===== src/rtl/xilinx_fifo_rd_axis.sv =====
// Read-side adapter for the Xilinx FIFO wrapper: turns the fixed-latency rd_en/dout
// port into a valid/ready stream through a small credit-checked prefetch buffer.
module xilinx_fifo_rd_axis #(
   parameter int DSIZE  = 18,
   parameter int RD_LAT = 1
) (
   input  logic                        clock,
   input  logic                        rst_n,
   input  logic                        fifo_empty,
   output logic                        fifo_rd_en,
   input  logic [DSIZE-1:0]            fifo_dout,
   output logic                        m_tvalid,
   input  logic                        m_tready,
   output logic [DSIZE-1:0]            m_tdata,
   output logic [$clog2(RD_LAT+3)-1:0] level
);

   localparam int BDEPTH = RD_LAT + 2;
   localparam int CW     = $clog2(BDEPTH + 1);
   localparam int PW     = $clog2(BDEPTH);
   localparam logic [PW-1:0] LAST_PTR = PW'(BDEPTH - 1);
   localparam logic [CW:0]   CREDITS  = (CW+1)'(BDEPTH);

   logic [RD_LAT-1:0] r_infl;
   logic [DSIZE-1:0]  r_buf [BDEPTH];
   logic [PW-1:0]     r_wr_ptr;
   logic [PW-1:0]     r_rd_ptr;
   logic [CW-1:0]     r_count;
   logic [CW-1:0]     w_inflight;
   logic              w_land;
   logic              w_pop;

   // BDEPTH is generally not a power of two, so the wrap is an explicit compare.
   function automatic logic [PW-1:0] ptr_next(input logic [PW-1:0] p);
      return (p == LAST_PTR) ? '0 : p + PW'(1);
   endfunction

   always_comb begin
      w_inflight = '0;
      for (int i = 0; i < RD_LAT; i++) w_inflight = w_inflight + CW'(r_infl[i]);
   end

   // Credit check uses only registered state, so m_tready never reaches fifo_rd_en.
   assign fifo_rd_en = rst_n && !fifo_empty &&
                       (({1'b0, r_count} + {1'b0, w_inflight}) < CREDITS);

   assign w_land   = r_infl[RD_LAT-1];
   assign w_pop    = m_tvalid && m_tready;
   assign m_tvalid = (r_count != '0);
   assign m_tdata  = r_buf[r_rd_ptr];
   assign level    = r_count;

   always_ff @(posedge clock or negedge rst_n) begin
      if (!rst_n) begin
         r_infl   <= '0;
         r_wr_ptr <= '0;
         r_rd_ptr <= '0;
         r_count  <= '0;
         for (int i = 0; i < BDEPTH; i++) r_buf[i] <= '0;
      end else begin
         r_infl <= RD_LAT'({r_infl, fifo_rd_en});
         if (w_land) begin
            r_buf[r_wr_ptr] <= fifo_dout;
            r_wr_ptr        <= ptr_next(r_wr_ptr);
         end
         if (w_pop) r_rd_ptr <= ptr_next(r_rd_ptr);
         if (w_land && !w_pop)      r_count <= r_count + CW'(1);
         else if (!w_land && w_pop) r_count <= r_count - CW'(1);
      end
   end

endmodule


===== config.mk =====
export PLATFORM = sky130hd
export DESIGN_NAME = xilinx_fifo_rd_axis
export DESIGN_NICKNAME = d
export VERILOG_FILES = /design/src/rtl/xilinx_fifo_rd_axis.sv
export SDC_FILE = /design/constraint.sdc
export NUM_CORES = 1
export LEC_CHECK = 0
export CAP_MARGIN = 20
export CORE_MARGIN = 2
export CORE_UTILIZATION = 30
export CTS_CLUSTER_DIAMETER = 100
export DETAILED_ROUTE_END_ITERATION = 8
export HOLD_SLACK_MARGIN = 0.02
export PLACE_DENSITY = 0.52
export SYNTH_ARGS = -nofsm -noshare
export SYNTH_HDL_FRONTEND = slang
export SYNTH_SLANG_ARGS = --single-unit

===== constraint.sdc =====
create_clock -name clock -period 3.82 [get_ports clock]
set_input_delay 0.764 -clock clock [delete_from_list [all_inputs] [get_ports clock]]
set_output_delay 0.764 -clock clock [all_outputs]
set_load 0.02 [all_outputs]

==> flow_metrics.env <==
export IMPL_status="finished, final reports clean"
export IMPL_yosys_area_top_type="dfrtp_1"
export IMPL_die_x_um=99.8
export IMPL_rr_endpoint="r_buf[46]"
export IMPL_grt_pass1_vias=1747
export IMPL_vias=1682
export IMPL_synth_compound_area_share_pct=4.68
export IMPL_power_total_mw=3.32
export IMPL_maxSlewViolCount=0
export IMPL_cts_sinks=61
export IMPL_crit_type="reg -> out"
export IMPL_start_util_pct=31.3
export IMPL_tns_ps=0
export IMPL_worstRegToRegCells=3
export IMPL_r2r_start="r_infl"
export IMPL_yosysTopAreaCellShare_pct=55.5
export IMPL_layout_min_cycle_time_ps=3270
export IMPL_synthAdderAreaFrac_pct=1.36
export IMPL_port_buffers=43
export IMPL_nNetsFinal=278
export IMPL_final_instance_count_excl_fill=366
export IMPL_rsz0062_at_grt="false"
export IMPL_max_freq_mhz=306
export IMPL_cts_tree="yes"
export IMPL_antenna_cells=0
export IMPL_clockRootBuffer="clkbuf_8"
export IMPL_cp_start_kind="flip-flop"
export IMPL_clock_latency_ps=350
export IMPL_n_fill_cell=845
export IMPL_rows=34
export IMPL_synth_top_family_by_area="multiplexers"
export IMPL_setup_violations=0
export IMPL_whs_endpoint="r_buf[35]"
export IMPL_yosysWarningCount=0
export IMPL_cp_data_required_time_ps=3060
export IMPL_place_congestion=0.705
export IMPL_fin_crit_sh_pct=85.5
export IMPL_track_usage_pct=12.5
export IMPL_dieArea_mm2=0.00996
export IMPL_synth_cell_types=26
export IMPL_ys_seq_elements=61
export IMPL_crit_fanout=6
export IMPL_fin_skew_ps=8.67
export IMPL_synthTopCellsByArea="dfrtp_1 55%, mux2_2 18%, mux2i_1 6.5%, mux2_4 5.5%, o21ai_0 3.8%"
export IMPL_endpoint_kind="output port"
export IMPL_grt_overflow_total=0
export IMPL_wl_um=5700
export IMPL_p_leak_nw=1.53
export IMPL_cts_buffers_inserted=9
export IMPL_drc_errors=0
export IMPL_arrival_ps=2500
export IMPL_drtIter0Drc=64
export IMPL_grt_max_degree=62
export IMPL_worstHoldPathCells=1
export IMPL_timing_slew_headroom_pct=32.4
export IMPL_worst_pin_slew_ps=1010
export IMPL_min_from="r_buf[35]"
export IMPL_fp_coreArea_mm2=0.00881
export IMPL_layout_drive_gt1_share_pct=31.8
export IMPL_viasPerCell=4.60
export IMPL_avgSynthCellArea_um2=13.6
export IMPL_synthCells=203
export IMPL_cts_hold_repair_buffers=0
export IMPL_netlist_area_mm2=0.00275
export IMPL_wl_per_cell_um=15.6
export IMPL_fin_ws_ps=555
export IMPL_yosys_area_share_xor_xnor_pct=0.955
export IMPL_cts_resized=0
export IMPL_hold_violations=0
export IMPL_drt_pass1_iterations=4
export IMPL_ys_seq_area_share_pct=55.5
export IMPL_detail_route_antenna_nets=0
export IMPL_ioPinCount=44
export IMPL_clockBufferDepth=2
export IMPL_muxShareOfSynthArea_pct=30.0
export IMPL_placed_cells_incl_taps=349
export IMPL_areaGrowthSynthToFinish_pct=29.5
export IMPL_place_ws_ps=673
export IMPL_reg2reg_slack_ps=1960
export IMPL_synth_simple_area_share_pct=4.77
export IMPL_synth_nets=228
export IMPL_htree_levels=3
export IMPL_post_route_util_pct=40.5
export IMPL_cts_setup_buffers=0
export IMPL_drv_cap=0
export IMPL_hold_class="reg -> reg"
export IMPL_grt_first_pass_wirelength_um=9330
export IMPL_dp_hpwl_um=3500
export IMPL_peakVddDrop_mv=0.300
export IMPL_grt_antenna_before_repair=0
export IMPL_clk_pin_slew_ps=70
export IMPL_die_h_um=99.8
export IMPL_power_density_mw_per_mm2=933
-- placed cells by master, fill, tap and decap left out, types with 2 or more instances in the layout --
master           Yosys  layout
ha_1                 3       3
bufinv_16            0       3
dfrtp_1             61      61
mux2_4              10      10
xor2_1               2       2
clkinvlp_4           0       2
mux2i_1             18      18
clkdlybuf4s50_1      0      42
inv_1                2       2
clkbuf_8             0      10
o21ai_0             21      21
a21o_1               2       2
nand2_1             19      19
mux2_2              44      44
buf_4                0       5
-- worst max-delay path: stages, from the launching register on --
cell and delay, ps:
dfrtp_1 440, ha_1 240, ha_1 270, a2111oi_0 510, clkdlybuf4s50_1 700
-- routing by layer --
| metal | routed length, um | track usage [%] | vias to the layer above |
|---|---|---|---|
| met1 | 2770 | 17.6 | 819 |
| met2 | 2530 | 17.6 | 36 |
| met5 | 0 | 0 | - |
| li1 | - | - | 817 |
| met4 | 91 | 5.06 | 0 |
| met3 | 305 | 4.46 | 10 |
-- kinds of logic after synthesis --
group | after synthesis
muxes | 72
DFF | 61
and+or+nand+nor | 27
AOI/OAI and AO/OA | 24
buffers and inverters | 13
xor gates and xnor gates | 3
adders and majority gates | 3
-- per-stage QoR --
stage	instance area (um^2)	hold WS, ps
after floorplan	2750	468
after global placement	3290	488
final	3560	502
after global routing	3560	515
after CTS	3540	509
after detailed placement	3290	491
-- worst max-delay path by stage --
| stage | startpoint | end |
|---|---|---|
| 6_report | level[0] | fifo_rd_en |
| 5_1_grt | level[0] | fifo_rd_en |
| 4_1_cts | level[0] | fifo_rd_en |
| 3_5_place_dp | fifo_empty | fifo_rd_en |
| 3_3_place_gp | fifo_empty | fifo_rd_en |
| 2_1_floorplan | level[0] | fifo_rd_en |
-- state kept, by name (all words and copies together), names as in the netlist --
name and flops:
r_buf 54, level 2, r_rd_ptr 2, r_wr_ptr 2
r_infl 1
-- where the power goes --
part	internal [mW]	switching, mW	total, mW
combinational	0.798	0.642	1.44
clock	0.450	0.261	0.711
sequential	0.973	0.201	1.17
-- cells in the mapped netlist --
library cell,count
buf_1,2
or3_1,1
a21o_1,2
nand3_2,1
or2_2,1
inv_1,2
xnor2_1,1
inv_2,1
clkbuf_1,3
ha_1,3
mux2_2,44
nand2b_1,1
mux2i_1,18
buf_2,3
nor2b_1,1
xor2_1,2
o21ai_0,21
dfrtp_1,61
buf_6,1
mux2_4,10
nand2_1,19
nor2_1,1
nor3_1,1
a2111oi_0,1
nor3_4,1
buf_12,1
-- final cells by class --
type	instances	area, um^2	area share (%)
multi-input combinational	129	1150	32.3
clock inverter	6	110	3.09
clock buffer	10	138	3.86
sequential	61	1530	42.8
inverter	3	11.3	0.316
timing repair buffer	49	490	13.8
tap	108	135	3.79
Power figures use the tool's default switching activity.
